### config.mk
export PLATFORM = sky130hd
export DESIGN_NAME = huff_stream_sequencer_flat
export DESIGN_NICKNAME = d
export VERILOG_FILES = /design/src/rtl/huff_pkg.sv /design/src/rtl/huff_stream_sequencer_if.sv /design/src/rtl/huff_bit_buffer.sv /design/src/rtl/huff_stream_sequencer.sv /design/src/flat_wrapper.sv
export SDC_FILE = /design/constraint.sdc
export NUM_CORES = 1
export LEC_CHECK = 0
export ABC_AREA = 1
export BUFFER_PORTS_ARGS = -buffer_cell sky130_fd_sc_hd__buf_4
export CAP_MARGIN = 10
export CORE_MARGIN = 5
export CORE_UTILIZATION = 34
export DETAILED_ROUTE_END_ITERATION = 12
export PLACE_DENSITY = 0.49
export SLEW_MARGIN = 20
export SYNTH_ARGS = -nofsm -noshare
export SYNTH_HDL_FRONTEND = slang
export SYNTH_HIERARCHICAL = 1
export SYNTH_SLANG_ARGS = --single-unit
### constraint.sdc
create_clock -name clk -period 3.25 [get_ports clk]
set_input_delay 0.325 -clock clk [delete_from_list [all_inputs] [get_ports clk]]
set_output_delay 0.325 -clock clk [all_outputs]
set_load 0.01 [all_outputs]
### src/rtl/huff_pkg.sv
// Shared widths, FSM encoding and error codes for the Huffman stream sequencer.
package huff_pkg;

   localparam int WORD_W  = 32;
   localparam int BUF_W   = 2 * WORD_W;
   localparam int WIN_W   = 6;
   localparam int SYM_W   = 4;
   localparam int LEN_W   = 4;
   localparam int CNT_W   = 16;
   localparam int TIMEOUT = 255;

   localparam int AVAIL_W = $clog2(BUF_W + 1);
   localparam int WAIT_W  = $clog2(TIMEOUT + 1);

   typedef enum logic [2:0] {
      S_IDLE,
      S_FILL,
      S_ISSUE,
      S_WAIT,
      S_EMIT,
      S_DONE
   } state_t;

   typedef logic [1:0] err_t;

   localparam err_t ERR_NONE    = 2'b00;
   localparam err_t ERR_LEN     = 2'b01;
   localparam err_t ERR_TIMEOUT = 2'b10;

   // A code length is usable only if it fits inside the presented window.
   function automatic logic len_legal(input logic [LEN_W-1:0] len);
      return (len != '0) && (len <= LEN_W'(WIN_W));
   endfunction

endpackage

### src/rtl/huff_stream_sequencer_if.sv
// Word source, decoder, symbol sink and control/status signals of the sequencer.
interface huff_stream_sequencer_if;
   import huff_pkg::*;

   logic              start;
   logic [CNT_W-1:0]  num_symbols;

   logic              word_valid;
   logic [WORD_W-1:0] word_data;
   logic              word_ready;

   logic [WIN_W-1:0]  win_data;
   logic              win_valid;
   logic              dec_done;
   logic [SYM_W-1:0]  dec_symbol;
   logic [LEN_W-1:0]  dec_len;

   logic              out_valid;
   logic [SYM_W-1:0]  out_symbol;
   logic              out_ready;

   logic              busy;
   logic              done;
   logic [1:0]        err;

   modport slave (
      input  start, num_symbols, word_valid, word_data,
             dec_done, dec_symbol, dec_len, out_ready,
      output word_ready, win_data, win_valid, out_valid, out_symbol,
             busy, done, err
   );

   modport master (
      output start, num_symbols, word_valid, word_data,
             dec_done, dec_symbol, dec_len, out_ready,
      input  word_ready, win_data, win_valid, out_valid, out_symbol,
             busy, done, err
   );

endinterface

### src/rtl/huff_bit_buffer.sv
// 64-bit MSB-aligned bit buffer: pop shifts out len bits, push appends a word after the
// remaining bits; when both happen in one cycle the shift is applied before the append.
module huff_bit_buffer
   import huff_pkg::*;
(
   input  logic               clk,
   input  logic               rst,
   input  logic               clr_i,
   input  logic               push_i,
   input  logic [WORD_W-1:0]  word_i,
   input  logic               pop_i,
   input  logic [LEN_W-1:0]   len_i,
   output logic [WIN_W-1:0]   window_o,
   output logic [AVAIL_W-1:0] bits_avail_o,
   output logic               can_push_o
);

   logic [BUF_W-1:0]   bits_q;
   logic [BUF_W-1:0]   bits_d;
   logic [BUF_W-1:0]   shifted;
   logic [AVAIL_W-1:0] avail_q;
   logic [AVAIL_W-1:0] avail_d;
   logic [AVAIL_W-1:0] avail_s;

   // Bits below the valid region are always zero, so an OR is enough to append.
   always_comb begin
      shifted = bits_q;
      avail_s = avail_q;
      if (pop_i) begin
         shifted = bits_q << len_i;
         avail_s = avail_q - AVAIL_W'(len_i);
      end
      bits_d  = shifted;
      avail_d = avail_s;
      if (push_i) begin
         bits_d  = shifted | ({word_i, {WORD_W{1'b0}}} >> avail_s);
         avail_d = avail_s + AVAIL_W'(WORD_W);
      end
      if (clr_i) begin
         bits_d  = '0;
         avail_d = '0;
      end
   end

   always_ff @(posedge clk) begin
      if (rst) begin
         bits_q  <= '0;
         avail_q <= '0;
      end else begin
         bits_q  <= bits_d;
         avail_q <= avail_d;
      end
   end

   assign window_o     = bits_q[BUF_W-1 -: WIN_W];
   assign bits_avail_o = avail_q;
   assign can_push_o   = (avail_q <= AVAIL_W'(BUF_W - WORD_W));

endmodule

### src/rtl/huff_stream_sequencer.sv
// Drives the Huffman decoder over a packed bitstream: one window per symbol, symbol out on
// valid/ready; out_ready low stalls in EMIT, word_ready drops once more than 32 bits are buffered.
module huff_stream_sequencer
   import huff_pkg::*;
(
   input  logic             clk,
   input  logic             rst,
   huff_stream_sequencer_if.slave bus
);

   state_t             state_q;
   logic [CNT_W-1:0]   total_q;
   logic [CNT_W-1:0]   count_q;
   logic [WAIT_W-1:0]  wait_cnt_q;
   logic               win_valid_q;
   logic               out_valid_q;
   logic [SYM_W-1:0]   out_symbol_q;
   logic               busy_q;
   logic               done_q;
   err_t               err_q;

   logic               start_ok;
   logic               push;
   logic               pop;
   logic               can_push;
   logic [WIN_W-1:0]   window;
   logic [AVAIL_W-1:0] bits_avail;

   assign start_ok = bus.start && ((state_q == S_IDLE) || (state_q == S_DONE));
   assign push     = bus.word_valid && bus.word_ready;
   // The buffer only moves on an accepted decode; the window stays frozen otherwise.
   assign pop      = (state_q == S_WAIT) && bus.dec_done && len_legal(bus.dec_len);

   huff_bit_buffer u_buf (
      .clk          (clk),
      .rst          (rst),
      .clr_i        (start_ok),
      .push_i       (push),
      .word_i       (bus.word_data),
      .pop_i        (pop),
      .len_i        (bus.dec_len),
      .window_o     (window),
      .bits_avail_o (bits_avail),
      .can_push_o   (can_push)
   );

   always_ff @(posedge clk) begin
      if (rst) begin
         state_q      <= S_IDLE;
         total_q      <= '0;
         count_q      <= '0;
         wait_cnt_q   <= '0;
         win_valid_q  <= 1'b0;
         out_valid_q  <= 1'b0;
         out_symbol_q <= '0;
         busy_q       <= 1'b0;
         done_q       <= 1'b0;
         err_q        <= ERR_NONE;
      end else begin
         win_valid_q <= 1'b0;
         case (state_q)
            S_IDLE, S_DONE: begin
               if (bus.start) begin
                  total_q     <= bus.num_symbols;
                  count_q     <= '0;
                  wait_cnt_q  <= '0;
                  err_q       <= ERR_NONE;
                  out_valid_q <= 1'b0;
                  if (bus.num_symbols == '0) begin
                     state_q <= S_DONE;
                     done_q  <= 1'b1;
                     busy_q  <= 1'b0;
                  end else begin
                     state_q <= S_FILL;
                     done_q  <= 1'b0;
                     busy_q  <= 1'b1;
                  end
               end
            end

            S_FILL: begin
               if (bits_avail >= AVAIL_W'(WIN_W)) begin
                  state_q     <= S_ISSUE;
                  win_valid_q <= 1'b1;
               end
            end

            S_ISSUE: begin
               state_q    <= S_WAIT;
               wait_cnt_q <= '0;
            end

            S_WAIT: begin
               if (bus.dec_done) begin
                  if (len_legal(bus.dec_len)) begin
                     out_symbol_q <= bus.dec_symbol;
                     out_valid_q  <= 1'b1;
                     state_q      <= S_EMIT;
                  end else begin
                     err_q   <= ERR_LEN;
                     state_q <= S_DONE;
                     done_q  <= 1'b1;
                     busy_q  <= 1'b0;
                  end
               end else if (wait_cnt_q == WAIT_W'(TIMEOUT - 1)) begin
                  err_q   <= ERR_TIMEOUT;
                  state_q <= S_DONE;
                  done_q  <= 1'b1;
                  busy_q  <= 1'b0;
               end else begin
                  wait_cnt_q <= wait_cnt_q + 1'b1;
               end
            end

            S_EMIT: begin
               if (bus.out_ready) begin
                  out_valid_q <= 1'b0;
                  count_q     <= count_q + CNT_W'(1);
                  if (count_q + CNT_W'(1) == total_q) begin
                     state_q <= S_DONE;
                     done_q  <= 1'b1;
                     busy_q  <= 1'b0;
                  end else begin
                     state_q <= S_FILL;
                  end
               end
            end

            default: begin
               state_q <= S_IDLE;
               busy_q  <= 1'b0;
               done_q  <= 1'b0;
            end
         endcase
      end
   end

   assign bus.word_ready = busy_q && can_push;
   assign bus.win_data   = window;
   assign bus.win_valid  = win_valid_q;
   assign bus.out_valid  = out_valid_q;
   assign bus.out_symbol = out_symbol_q;
   assign bus.busy       = busy_q;
   assign bus.done       = done_q;
   assign bus.err        = err_q;

endmodule

### src/flat_wrapper.sv
// flat-port wrapper written by rule: the top's interface ports become plain ports
module huff_stream_sequencer_flat import huff_pkg::*;
  (clk, rst, bus_start, bus_num_symbols, bus_word_valid, bus_word_data, bus_dec_done, bus_dec_symbol, bus_dec_len, bus_out_ready, bus_word_ready, bus_win_data, bus_win_valid, bus_out_valid, bus_out_symbol, bus_busy, bus_done, bus_err);
  huff_stream_sequencer_if bus_i ();
  input  logic clk;
  input  logic rst;
  input wire logic [$bits(bus_i.start)-1:0] bus_start;
  input wire logic [$bits(bus_i.num_symbols)-1:0] bus_num_symbols;
  input wire logic [$bits(bus_i.word_valid)-1:0] bus_word_valid;
  input wire logic [$bits(bus_i.word_data)-1:0] bus_word_data;
  input wire logic [$bits(bus_i.dec_done)-1:0] bus_dec_done;
  input wire logic [$bits(bus_i.dec_symbol)-1:0] bus_dec_symbol;
  input wire logic [$bits(bus_i.dec_len)-1:0] bus_dec_len;
  input wire logic [$bits(bus_i.out_ready)-1:0] bus_out_ready;
  output wire logic [$bits(bus_i.word_ready)-1:0] bus_word_ready;
  output wire logic [$bits(bus_i.win_data)-1:0] bus_win_data;
  output wire logic [$bits(bus_i.win_valid)-1:0] bus_win_valid;
  output wire logic [$bits(bus_i.out_valid)-1:0] bus_out_valid;
  output wire logic [$bits(bus_i.out_symbol)-1:0] bus_out_symbol;
  output wire logic [$bits(bus_i.busy)-1:0] bus_busy;
  output wire logic [$bits(bus_i.done)-1:0] bus_done;
  output wire logic [$bits(bus_i.err)-1:0] bus_err;
  assign bus_i.start = bus_start;
  assign bus_i.num_symbols = bus_num_symbols;
  assign bus_i.word_valid = bus_word_valid;
  assign bus_i.word_data = bus_word_data;
  assign bus_i.dec_done = bus_dec_done;
  assign bus_i.dec_symbol = bus_dec_symbol;
  assign bus_i.dec_len = bus_dec_len;
  assign bus_i.out_ready = bus_out_ready;
  assign bus_word_ready = bus_i.word_ready;
  assign bus_win_data = bus_i.win_data;
  assign bus_win_valid = bus_i.win_valid;
  assign bus_out_valid = bus_i.out_valid;
  assign bus_out_symbol = bus_i.out_symbol;
  assign bus_busy = bus_i.busy;
  assign bus_done = bus_i.done;
  assign bus_err = bus_i.err;
  huff_stream_sequencer u_core (.clk(clk), .rst(rst), .bus(bus_i));
endmodule
-- After elaboration in Yosys (flattened, before gate mapping)
Index checks and enable logic that the tools add are counted.
Widths: inputs -> output; s select.
- register bits: 124
- input port bits: 62
- output and inout port bits: 17
- word-level logic and storage cells: 114
- $add $sub $neg: 4
- magnitude comparators: 3
- eq/ne operators: 17
- shift-type cells: 2
- mux-type cells: 47
- bitwise operators: 3
- reductions and logical operators: 26
- operator list (cell ; count):
    $mux 64 ; 2
    $or 64x64->64 ; 1
    $shl 64x4->64 ; 1
    $shr 64x7->64 ; 1
    $mux 16 ; 2
    $pmux 16 s2 ; 1
    $mux 8 ; 3
    $pmux 8 s3 ; 1
    $mux 3 ; 7
    $mux 1 ; 20
    $add 16x1->16 const B ; 1
    $eq 16x16->1 ; 1
    $logic_not 16->1 ; 1
    $pmux 3 s5 ; 1
    $mux 7 ; 2
    $ne 2x2->1 const B ; 6
    $reduce_and 4->1 ; 3
    $add 8x1->8 const B ; 1
    $eq 8x8->1 const B ; 1
    $mux 2 ; 4
    $pmux 1 s4 ; 2
    $reduce_or 2->1 ; 4
    $add 7x6->7 const B ; 1
    $ge 7x3->1 const B ; 1
    21 further kinds ; 34

-- Logic depth before layout (Yosys ltp)
Gate-level depths: netlist (run 1).
- depth in word-level cells: 7
- gate-level depth with buffers: 22

-- Cells and area by module
Netlist (run 1), hierarchy kept.
- by module, submodules not included (module ; times used ; cells each ; area an instance (sq um)):
    huff_bit_buffer ; 1 ; 1490 ; 8124.0
    huff_stream_sequencer ; 1 ; 491 ; 3170.5

-- Least setup slack after synthesis (run 1)
No wires, ideal clock.
- kind: input to register
- from: in bus_dec_len[2]
- to: reg u_core.u_buf.bits_q[8]
- setup time: 0.132 ns
- arrival: 2.443 ns
- path slack: 0.675 ns
- cell stages on the path: 15
- buffers on the path: 3
- path through: clkbuf_1 -> clkinv_1 -> clkbuf_1 -> ha_1 -> a21oi_1 -> nand2_1 -> nand2_1 -> nand3_1 -> nand2_1 -> buf_2 -> nand3_1 -> nand3_1 -> nand3_1 -> nand2_1 -> a21oi_1
- cells in the longest elaborated chain, start to end: 7
- RTL lines (item ; RTL line ; RTL):
    start, declared ; flat_wrapper.sv:13 ; input wire logic [$bits(bus_i.dec_len)-1:0] bus_dec_len;
    branches (longest 6 deep; another with $sub 7x4->7) ; -- ;
    $mux 64 * ; huff_bit_buffer.sv:35 ; if (push_i) begin
    end signal, assigned ; huff_bit_buffer.sv:50 ; bits_q <= bits_d;
    end, declared ; huff_bit_buffer.sv:18 ; logic [BUF_W-1:0] bits_q;
Every way passes the cells marked *.
A chain may end at the register's enable or synchronous reset.

-- Final worst setup path (run 1)
- from: reg u_core.state_q[1]
- to: reg u_core.u_buf.bits_q[24]
- cells in the longest elaborated chain, start to end: 7
- RTL lines (item ; RTL line ; RTL):
    start, declared ; huff_stream_sequencer.sv:11 ; state_t state_q;
    start signal, assigned ; huff_stream_sequencer.sv:49 ; state_q <= S_IDLE;
    start signal, assigned ; huff_stream_sequencer.sv:70 ; state_q <= S_DONE;
    start signal, assigned ; huff_stream_sequencer.sv:74 ; state_q <= S_FILL;
    $eq 3x2->1 * ; huff_stream_sequencer.sv:32 ; assign pop = (state_q == S_WAIT) && bus.dec_done && len_legal(bus.dec_len);
    $logic_and 1x1->1 * (2 in series) ; huff_stream_sequencer.sv:32 ;
    via u_core.pop ; huff_stream_sequencer.sv:24 ; logic pop;
    $mux 7 ; huff_bit_buffer.sv:29 ; if (pop_i) begin
    $shr 64x7->64 ; huff_bit_buffer.sv:36 ; bits_d = shifted | ({word_i, {WORD_W{1'b0}}} >> avail_s);
    $or 64x64->64 ; huff_bit_buffer.sv:36 ;
    $mux 64 * ; huff_bit_buffer.sv:35 ;
Mark *: on every way through the listed nets, which the timed path passes. The rest lies on a longest branch.

==> summary.txt, run 1 <==
vias -> 13,373
Seq pwr share -> 0.266
core area -> 32,700 sq um
Cell Count, Final, Fillers Out -> 2,447
layout net count -> 2,062
WHS Endpoint -> u_core/total_q[10]
Port-buffer cells -> 78
Net Sw Frac -> 0.4324
Post-Syn Instances -> 1,981
max_slew headroom -> 0.5440
Clock Skew -> 11.38 ps
final setup margin -> 191.9 ps
Num CTS Buffers -> 17
critical path depth in cells -> 17
clk_lat worst skew -> 430 ps
Area Growth Syn to Fin -> 13.84%
IO Pins -> 79
Hold Path Depth -> 3
Hold Slack -> 135.6 ps
CP Class -> reg2reg
Clock power frac -> 0.301
fmax -> 327.0 MHz
die area -> 36,960 sq um
DPL Wire Length -> 33,580 microns
multiplexer area fraction after synthesis -> 0.01772
Wirelength per Cell -> 18.16 microns
CTS sink cnt -> 124
Hold Vio Cnt, Final -> 0
NetSw -> 2.914 mW
Iter 0 DRT Violations -> 1,318
GR Overflow Total -> 0
Placed Area -> 12,190 sq um
GRT Overall Usage -> 0.2383
met3 WL -> 2593 microns
Final Max Tran Viols -> 0
Final Power -> 6.739 mW
Worst Setup Start Kind -> flop
fill count -> 3,775
maxcap violations -> 0
WL final -> 44,440 microns
Worst R2R End -> u_core/u_buf/bits_q[24]
Std-Cell Rows -> 66
Mapped Nets -> 2,051
largest family of logic cells by synthesized area -> simple AND/OR/NAND/NOR gates
Met1 Wirelength -> 18,730 microns
status -> finished clean
Die Height -> 192.3 microns
setup tns final -> 0 ps
Setup crit end kind -> flop
CTS clk-pin slew, worst paths -> 60 ps
Internal -> 3.825 mW
worst-path cell chain -> inv_1 > nor2_1 > inv_1 > nor2_4 > o21ai_1 > nand2_1 > inv_4 > nand2_4 > buf_4 > nand3_1 > nand3_1 > nand3_1 > nand2_1 > nand3_1 > a21oi_1 > nand2_1 > a21oi_1
power per cell area -> 524.1 nW/um^2
synthesis-stage register bit count -> 124
ant diodes -> 0
placed cells -> 2,414
proportion of layout cells with a drive suffix above 1 -> 0.1072
Netlist cell types -> 54
post-synthesis sequential area ratio -> 0.2198
number of global-route vias before repair -> 12,605
Worst Path Arrival -> 3420 ps
Combinational Power Share -> 0.434
syn_area_per_cell -> 5.701 sq um
EDFF count, synth -> 0
largest net degree at the start of global routing -> 72
Mapped Area -> 11,290 sq um
most frequent CP cell -> nand3_1
most common cell after layout, fill and taps aside -> nand2_1
CP Max Fanout -> 17
Reg2Reg Depth -> 17
RSZ-0062 raised after global routing -> no
final setup fails -> 0
yosys warns -> 6
x dimension of the die -> 192.3 microns
Final Util -> 0.3932
Period minus WS final -> 3058 ps
root buf cell -> clkbuf_16
Adder-Cell Fraction of Synth Area -> 0.009527
drt drc -> 0
worst vdd ir -> 0.3687 mV
initial antenna violation count -> 0
Crit path max-delay family -> simple AND/OR/NAND/NOR gates
post-route ant nets -> 0
Pleak -> 5.384 nW
worst path bufs/invs -> 4
flop2flop setup slack -> 190 ps
Starting Density -> 0.3454
async set-or-reset flop fraction in the synthesized netlist -> 0
actual slew at the worst max-slew pin -> 683.3 ps
H-Tree Depth -> 4
DRT Pass-1 Iters -> 6
xor-xnor portion of the synthesized cell area -> 0.005207
Critical-path top delay cell -> dfxtp_1
Top FF cell, synth -> dfxtp_1
Placement Setup Slack -> 48.91 ps
drt via density -> 5.465
Finished Cell Area -> 12,860 sq um
Clock Tree Buf Depth -> 2
simple-gate area share of the yosys netlist -> 0.4588
period utilisation layout -> 0.9410
CTS tree -> yes
most frequent cells in the layout -> nand2_1, nand3_1, o21ai_0
DR WL met2 -> 21,380 microns
RePlAce Congestion -> 0.9452
worst r2r src -> u_core/state_q[1]
Synth Area in Compound Gates -> 0.1836
first-pass GRT wire length -> 69,640 microns
Highest Signal Layer -> met4
worst min-delay path category -> in2reg
CP max stage delay -> 340 ps
min-delay src -> bus_num_symbols[10]
CP Data Required Time -> 3610 ps
layout make-up:
cell class	count	area, sq um	share of cell area
multi-input cells	1582	7645	0.5946
flip-flops and latches	124	2482	0.1931
repair buffers	119	992.2	0.07717
inverters	148	568.0	0.04418
well taps	442	553.0	0.04301
clock buffers	19	452.9	0.03523
clock inverters	13	163.9	0.01275
cells in the mapped netlist (4+ instances only):
library cell | count | area (sq um)
a211oi_1 | 12 | 90.09
a21oi_1 | 146 | 730.7
a31oi_1 | 6 | 37.54
buf_1 | 11 | 41.29
buf_2 | 45 | 225.2
buf_4 | 16 | 120.1
buf_6 | 4 | 45.04
clkbuf_1 | 50 | 187.7
dfxtp_1 | 124 | 2482
ha_1 | 7 | 87.58
inv_1 | 135 | 506.7
inv_2 | 10 | 37.54
mux2i_1 | 20 | 200.2
nand2_1 | 563 | 2113
nand2_2 | 10 | 62.56
nand2_4 | 5 | 56.30
nand3_1 | 391 | 1957
nand4_1 | 16 | 100.1
nor2_1 | 135 | 506.7
nor2_2 | 9 | 56.30
nor2_4 | 9 | 101.4
nor3_1 | 9 | 45.04
o211ai_1 | 7 | 52.55
o21ai_0 | 159 | 795.8
o21ai_1 | 5 | 25.02
o22ai_1 | 28 | 175.2
or2_2 | 5 | 31.28
per-layer routing:
layer / GRT usage / up-vias
li1: - / 6682
met1: 0.2971 / 6150
met2: 0.4094 / 462
met3: 0.04106 / 79
met4: 0.09298 / 0
met5: 0 / -
timing repair:
| action | 4_1_cts | 5_1_grt |
|---|---|---|
| hold endpoints to repair | 0 | 0 |
| hold buffers | 0 | 0 |
| gates resized for setup | 0 | 12 |
| setup endpoints to repair | 0 | 42 |
| buffers inserted | 0 | 1 |
sequential cells by signal, summed over array words and instances (netlist names), 2 cells and up:
signal,count
u_core/bus.out_symbol,4
u_core/bus.err,2
u_core/count_q,16
u_core/total_q,16
u_core/u_buf/bits_avail_o,7
u_core/state_q,3
u_core/wait_cnt_q,8
u_core/u_buf/bits_q,64
logic make-up (layout without fill, tap and decap cells):
kind of cell | after synthesis | in the layout
AOI/OAI and AO/OA | 380 | 380
xor gates and xnor gates | 5 | 5
adders and majority gates | 8 | 8
buffers and inverters | 275 | 299
DFF | 124 | 124
muxes | 20 | 20
and+or+nand+nor | 1169 | 1169
worst max-delay path by stage:
stage | from | end | slack, ps
global placement | bus_dec_len[0] | u_core/u_buf/bits_q[24] | 110
finish | u_core/state_q[1] | u_core/u_buf/bits_q[24] | 190
floorplan | bus_dec_len[2] | u_core/u_buf/bits_q[8] | 680
detailed placement | bus_dec_done | u_core/u_buf/bits_q[1] | 50
CTS | u_core/state_q[1] | u_core/u_buf/bits_q[24] | 50
global route | u_core/state_q[1] | u_core/u_buf/bits_q[3] | 20
power groups by stage:
| stage | Sequential [mW] | Combinational (mW) | Clock, mW |
|---|---|---|---|
| 3_3_place_gp | 1.83 | 2.89 | 0 |
| 2_1_floorplan | 1.79 | 2.01 | 0 |
| 3_5_place_dp | 1.82 | 2.88 | 0 |
| 6_report | 1.79 | 2.92 | 2.03 |
| 5_1_grt | 1.81 | 3.24 | 2.14 |
| 4_1_cts | 1.79 | 2.89 | 2.07 |
worst register-to-register path, cell delays in order, from the launching register on:
cell and delay [ps]:
dfxtp_1 340, inv_1 70, nor2_1 130, inv_1 120, nor2_4 160, o21ai_1 140
nand2_1 190, inv_4 130, nand2_4 170, buf_4 240, nand3_1 130, nand3_1 130
nand3_1 90, nand2_1 180, nand3_1 150, a21oi_1 310, nand2_1 170, a21oi_1 150
Note: power is estimated with default switching activity, not from simulation.
==> run 2: changes to the inputs <==
--- a/config.mk
+++ b/config.mk
@@ -10,8 +10,9 @@
 export CAP_MARGIN = 10
 export CORE_MARGIN = 5
 export CORE_UTILIZATION = 34
+export CTS_CLUSTER_DIAMETER = 30
 export DETAILED_ROUTE_END_ITERATION = 12
-export PLACE_DENSITY = 0.49
+export PLACE_DENSITY = 0.51
 export SLEW_MARGIN = 20
 export SYNTH_ARGS = -nofsm -noshare
 export SYNTH_HDL_FRONTEND = slang
==> constraint.sdc (replaced) <==
create_clock -name clk -period 2.8 [get_ports clk]
set_input_delay 0.28 -clock clk [delete_from_list [all_inputs] [get_ports clk]]
set_output_delay 0.28 -clock clk [all_outputs]
set_load 0.01 [all_outputs]
==> summary.txt, run 2 (synthesis gave the netlist of run 1 again) <==
first-pass GRT wire length -> 70,700 microns (was 69,640 microns)
Critical-path top delay cell -> fa_2 (was dfxtp_1)
Hold Slack -> 88.60 ps (was 135.6 ps)
Port-buffer cells -> 78 (unchanged)
proportion of layout cells with a drive suffix above 1 -> 0.1788 (was 0.1072)
CTS clk-pin slew, worst paths -> 60 ps (about the same)
Final Max Tran Viols -> 0 (unchanged)
CP max stage delay -> 560 ps (was 340 ps)
Finished Cell Area -> 14,020 sq um (was 12,860 sq um)
WL final -> 45,790 microns (was 44,440 microns)
Worst Path Arrival -> 3040 ps (was 3420 ps)
final setup margin -> 67.73 ps (was 191.9 ps)
period utilisation layout -> 0.9758 (was 0.9410)
Clock Tree Buf Depth -> 2 (unchanged)
Pleak -> 5.911 nW (was 5.384 nW)
core area -> 32,700 sq um (unchanged)
setup tns final -> 0 ps (unchanged)
drt via density -> 5.468 (was 5.465)
number of global-route vias before repair -> 12,888 (was 12,605)
worst min-delay path category -> in2reg (unchanged)
maxcap violations -> 0 (unchanged)
largest register by flop count -> u_core/u_buf/bits_q (unchanged)
Starting Density -> 0.3454 (unchanged)
CTS sink cnt -> 124 (unchanged)
Num CTS Buffers -> 17 (unchanged)
most frequent CP cell -> nand3_1 (unchanged)
actual slew at the worst max-slew pin -> 668.2 ps (was 683.3 ps)
layout net count -> 2,145 (was 2,062)
post-route ant nets -> 0 (unchanged)
die area -> 36,960 sq um (unchanged)
power per cell area -> 589.7 nW/um^2 (was 524.1 nW/um^2)
H-Tree Depth -> 4 (unchanged)
clk_lat worst skew -> 440 ps (was 430 ps)
hold_buf cts -> 0 (unchanged)
final setup fails -> 0 (unchanged)
Iter 0 DRT Violations -> 1,377 (was 1,318)
DRT Pass-1 Iters -> 6 (unchanged)
Hold Vio Cnt, Final -> 0 (unchanged)
CTS tree -> yes (unchanged)
RSZ-0062 raised after global routing -> yes (was no)
most frequent cells in the layout -> nand2_1, nand3_1, buf_4 (was nand2_1, nand3_1, o21ai_0)
ant diodes -> 0 (unchanged)
Period minus WS final -> 2732 ps (was 3058 ps)
x dimension of the die -> 192.3 microns (unchanged)
max reg flops -> 64 (unchanged)
Worst Setup Start Kind -> flop (unchanged)
CP Max Fanout -> 16 (was 17)
RePlAce Congestion -> 0.9536 (was 0.9452)
root buf cell -> clkbuf_16 (unchanged)
Wirelength per Cell -> 18.11 microns (was 18.16 microns)
Placed Area -> 12,760 sq um (was 12,190 sq um)
GR Overflow Total -> 0 (unchanged)
GRT Overall Usage -> 0.2415 (was 0.2383)
initial antenna violation count -> 0 (unchanged)
IO Pins -> 79 (unchanged)
worst vdd ir -> 0.4624 mV (was 0.3687 mV)
Clock Skew -> 13.15 ps (was 11.38 ps)
fill count -> 3,639 (was 3,775)
DPL Wire Length -> 33,890 microns (was 33,580 microns)
Std-Cell Rows -> 66 (unchanged)
vias -> 13,823 (was 13,373)
max_slew headroom -> 0.5545 (was 0.5440)
Placement Setup Slack -> -110.1 ps (was 48.91 ps)
Area Growth Syn to Fin -> 24.09% (was 13.84%)
fmax -> 366.0 MHz (was 327.0 MHz)
Die Height -> 192.3 microns (unchanged)
most common cell after layout, fill and taps aside -> nand2_1 (unchanged)
largest net degree at the start of global routing -> 72 (unchanged)
Final Power -> 8.264 mW (was 6.739 mW)
CP Class -> reg2reg (unchanged)
worst-path cell chain -> inv_1 > ha_1 > fa_2 > nand2_1 > o21ai_4 > buf_6 > nand3_1 > buf_4 > nand2_2 > o21ai_1 > nand3_1 > nand3_1 > nand2_1 > a21oi_1 (was inv_1 > nor2_1 > inv_1 > nor2_4 > o21ai_1 > nand2_1 > inv_4 > nand2_4 > buf_4 > nand3_1 > nand3_1 > nand3_1 > nand2_1 > nand3_1 > a21oi_1 > nand2_1 > a21oi_1)
biggest registers after layout -> u_core/u_buf/bits_q: 64 flops, u_core/count_q: 16 flops, u_core/total_q: 16 flops (unchanged)
Setup crit end kind -> flop (unchanged)
CP Data Required Time -> 3110 ps (was 3610 ps)
drt drc -> 0 (unchanged)
status -> finished clean (unchanged)
-- run 2: layout make-up --
type / count / area, sq um / area share
multi-input combinational: 1583 / 8039 / 0.5736
clock buffer: 22 / 444.2 / 0.03169
clock inverter: 8 / 120.1 / 0.008570
tap: 442 / 553.0 / 0.03946
timing repair buffer: 201 / 1802 / 0.1285
sequential: 124 / 2484 / 0.1772
inverter: 148 / 574.3 / 0.04097
-- run 2: path summary, 6_finish.rpt --
path / from / to / slack, ps / cells past startpoint
max reg2reg: u_core/u_buf/bits_avail_o[0] / u_core/u_buf/bits_q[5] / 70 / 14
min reg2reg: u_core/bus.out_valid / u_core/bus.out_valid / 470 / 2
max: u_core/u_buf/bits_avail_o[0] / u_core/u_buf/bits_q[5] / 70 / 14
min: bus_num_symbols[10] / u_core/total_q[10] / 90 / 3
-- run 2: metrics by stage --
stage,instances,utilization
after floorplan,1981,-
after global placement,2481,0.3902
after detailed placement,2481,0.3902
after CTS,2511,0.4078
after global routing,2528,0.4286
final,2528,0.4286
-- run 2: power breakdown --
part           leakage [nW]  switching [mW]  internal, mW  total, mW
sequential             1.01           0.125          1.95       2.08
clock                 0.270           0.855          1.38       2.24
combinational          4.64            2.58          1.37       3.95
total                  5.91            3.56          4.71       8.26
-- run 2: worst max-delay path: cells and delay by family (launching register included) --
family	cells	cell delay, ps
adder cells (fa/ha/maj)	2	780
AND/OR/NAND/NOR	6	730
buffers and inverters	3	440
flip-flops	1	350
AO/OA/AOI/OAI	3	280
-- run 2: metal layers --
layer  share of wire  up-vias  track usage
li1                -     6838            -
met1            0.43     6335       0.3108
met2            0.47      557       0.4060
met5               0        -            0
met3           0.061       93      0.03600
met4           0.041        0      0.09654
-- run 2: what timing repair did --
item                                   in CTS  in global routing
endpoints found under the hold margin       0                  0
pin swaps                                   0                 19
gates resized for setup                     3                109
buffers inserted                            0                 11
setup endpoints to repair                   6                 63
gates cloned                                0                  6
==> run 3: changes to the inputs <==
--- a/config.mk
+++ b/config.mk
@@ -8,11 +8,11 @@
 export ABC_AREA = 1
 export BUFFER_PORTS_ARGS = -buffer_cell sky130_fd_sc_hd__buf_4
 export CAP_MARGIN = 10
-export CORE_MARGIN = 5
 export CORE_UTILIZATION = 34
 export CTS_CLUSTER_DIAMETER = 30
 export DETAILED_ROUTE_END_ITERATION = 12
 export PLACE_DENSITY = 0.51
+export REMOVE_ABC_BUFFERS = 1
 export SLEW_MARGIN = 20
 export SYNTH_ARGS = -nofsm -noshare
 export SYNTH_HDL_FRONTEND = slang
==> summary.txt, run 3 (synthesis gave the netlist of run 1 again) <==
status -> finished clean (unchanged)
Std-Cell Rows -> 66 (unchanged)
Starting Density -> 0.3463 (was 0.3454)
root buf cell -> clkbuf_16 (unchanged)
CP Max Fanout -> 17 (was 16)
Worst Path Arrival -> 3050 ps (was 3040 ps)
Final Max Tran Viols -> 0 (unchanged)
CP Data Required Time -> 3120 ps (was 3110 ps)
drt via density -> 5.416 (was 5.468)
largest net degree at the start of global routing -> 105 (was 72)
biggest registers after layout -> u_core/u_buf/bits_q: 64 flops, u_core/count_q: 16 flops, u_core/total_q: 16 flops (unchanged)
flop2flop setup slack -> 70 ps (about the same)
Iter 0 DRT Violations -> 1,261 (was 1,377)
Area Growth Syn to Fin -> 23.12% (was 24.09%)
final setup fails -> 0 (unchanged)
Wirelength per Cell -> 17.85 microns (was 18.11 microns)
multi-input logic area -> 7996 sq um (was 8039 sq um)
number of global-route vias before repair -> 12,220 (was 12,888)
worst vdd ir -> 0.4420 mV (was 0.4624 mV)
Period minus WS final -> 2727 ps (was 2732 ps)
first-pass GRT wire length -> 69,250 microns (was 70,700 microns)
post-route ant nets -> 0 (unchanged)
clk_lat worst skew -> 450 ps (was 440 ps)
max_slew headroom -> 0.5413 (was 0.5545)
Die Height -> 184.3 microns (was 192.3 microns)
Worst Setup Start Kind -> flop (unchanged)
ant diodes -> 0 (unchanged)
CTS tree -> yes (unchanged)
die area -> 33,950 sq um (was 36,960 sq um)
period utilisation layout -> 0.9739 (was 0.9758)
Hold Slack -> 90.47 ps (was 88.60 ps)
Placement Setup Slack -> -176.0 ps (was -110.1 ps)
largest register by flop count -> u_core/u_buf/bits_q (unchanged)
CTS sink cnt -> 124 (unchanged)
Cell Count, Final, Fillers Out -> 2,522 (was 2,528)
Port-buffer cells -> 78 (unchanged)
CP Class -> reg2reg (unchanged)
H-Tree Depth -> 4 (unchanged)
x dimension of the die -> 184.3 microns (was 192.3 microns)
core area -> 32,620 sq um (was 32,700 sq um)
fmax -> 366.7 MHz (was 366.0 MHz)
placed cells -> 2,485 (was 2,481)
power per cell area -> 596.8 nW/um^2 (was 589.7 nW/um^2)
final setup margin -> 72.97 ps (was 67.73 ps)
worst min-delay path category -> in2reg (unchanged)
CTS clk-pin slew, worst paths -> 70 ps (was 60 ps)
DRT Pass-1 Iters -> 6 (unchanged)
Reg2Reg Depth -> 15 (was 14)
Setup crit end kind -> flop (unchanged)
CP endpoint -> u_core/u_buf/bits_q[10] (was u_core/u_buf/bits_q[5])
fill count -> 3,597 (was 3,639)
max reg flops -> 64 (unchanged)
worst r2r src -> u_core/u_buf/bits_avail_o[0] (unchanged)
most frequent cells in the layout -> nand2_1, nand3_1, buf_4 (unchanged)
RePlAce Congestion -> 0.9428 (was 0.9536)
IO Pins -> 79 (unchanged)
RSZ-0062 raised after global routing -> yes (unchanged)
vias -> 13,658 (was 13,823)
most common cell after layout, fill and taps aside -> nand2_1 (unchanged)
GR Overflow Total -> 0 (unchanged)
Pleak -> 5.926 nW (was 5.911 nW)
Worst R2R End -> u_core/u_buf/bits_q[10] (was u_core/u_buf/bits_q[5])
Num CTS Buffers -> 17 (unchanged)
drt drc -> 0 (unchanged)
Clock Skew -> 16.50 ps (was 13.15 ps)
actual slew at the worst max-slew pin -> 688.0 ps (was 668.2 ps)
initial antenna violation count -> 0 (unchanged)
maxcap violations -> 0 (unchanged)
Clock Tree Buf Depth -> 2 (unchanged)
proportion of layout cells with a drive suffix above 1 -> 0.1764 (was 0.1788)
CP startpoint -> u_core/u_buf/bits_avail_o[0] (unchanged)
layout net count -> 2,137 (was 2,145)
WL final -> 45,010 microns (was 45,790 microns)
sequential cell area -> 2482 sq um (was 2484 sq um)
Hold Vio Cnt, Final -> 0 (unchanged)
GRT Overall Usage -> 0.2647 (was 0.2415)
DPL Wire Length -> 34,030 microns (was 33,890 microns)
run 3: repair_timing:
item                                    4_1_cts  5_1_grt
endpoints found under the setup margin        8       64
hold buffers                                  0        0
endpoints found under the hold margin         0        0
pin swaps                                     0       10
setup buffers                                 0        2
resized for setup                             5       92
gates cloned                                  1        2
run 3: metal layers:
| metal | wire [microns] | part of all wire | vias to the layer above | GRT usage |
|---|---|---|---|---|
| met3 | 2863 | 0.064 | 68 | 0.04900 |
| li1 | - | - | 6833 | - |
| met4 | 1362 | 0.030 | 0 | 0.09700 |
| met5 | 0 | 0 | - | 0 |
| met1 | 21140 | 0.47 | 6255 | 0.3700 |
| met2 | 19650 | 0.44 | 502 | 0.4014 |
run 3: worst min-delay path by stage:
stage | from | to | slack, ps | depth (start not counted)
final | bus_num_symbols[4] | u_core/total_q[4] | 90 | 3
after global routing | bus_num_symbols[4] | u_core/total_q[4] | 90 | 3
after CTS | bus_dec_symbol[3] | u_core/bus.out_symbol[3] | 60 | 3
after detailed placement | u_core/bus.out_valid | u_core/bus.out_valid | 460 | 2
after global placement | u_core/bus.out_valid | u_core/bus.out_valid | 460 | 2
after floorplan | rst | u_core/state_q[2] | 340 | 1
run 3: cell type report:
type / count / area share
clock inverter: 14 / 0.008998
inverter: 148 / 0.04067
tap: 442 / 0.03977
clock buffer: 18 / 0.03158
sequential: 124 / 0.1785
timing repair buffer: 194 / 0.1254
multi-input combinational: 1582 / 0.5750
run 3: critical path: stages, from the launching register on:
cell	delay [ps]
dfxtp_1	350
inv_1	60
ha_1	220
fa_2	570
nand2_1	80
o21ai_4	120
buf_6	150
clkbuf_16	170
nand3_1	130
nand3_2	110
nand2_1	70
buf_4	130
nand3_1	100
nand3_2	130
nand2_1	130
a21oi_1	70
run 3: per-stage QoR:
| stage | util | power, mW | setup TNS (ps) | instance area [sq um] |
|---|---|---|---|---|
| after floorplan | - | 4.204 | -77880 | 10670 |
| after global placement | 0.3940 | 5.858 | -1752 | 12850 |
| after detailed placement | 0.3940 | 5.824 | -1561 | 12850 |
| after CTS | 0.4129 | 8.110 | 0 | 13470 |
| after global routing | 0.4263 | 8.797 | -470.1 | 13910 |
| final | 0.4263 | 8.299 | 0 | 13910 |
run 3: report_power, final:
group	internal [mW]	leakage, nW	switching [mW]
combinational	1.38	4.65	2.63
clock	1.19	0.272	1.02
sequential	1.95	1.00	0.121
total	4.52	5.93	3.77
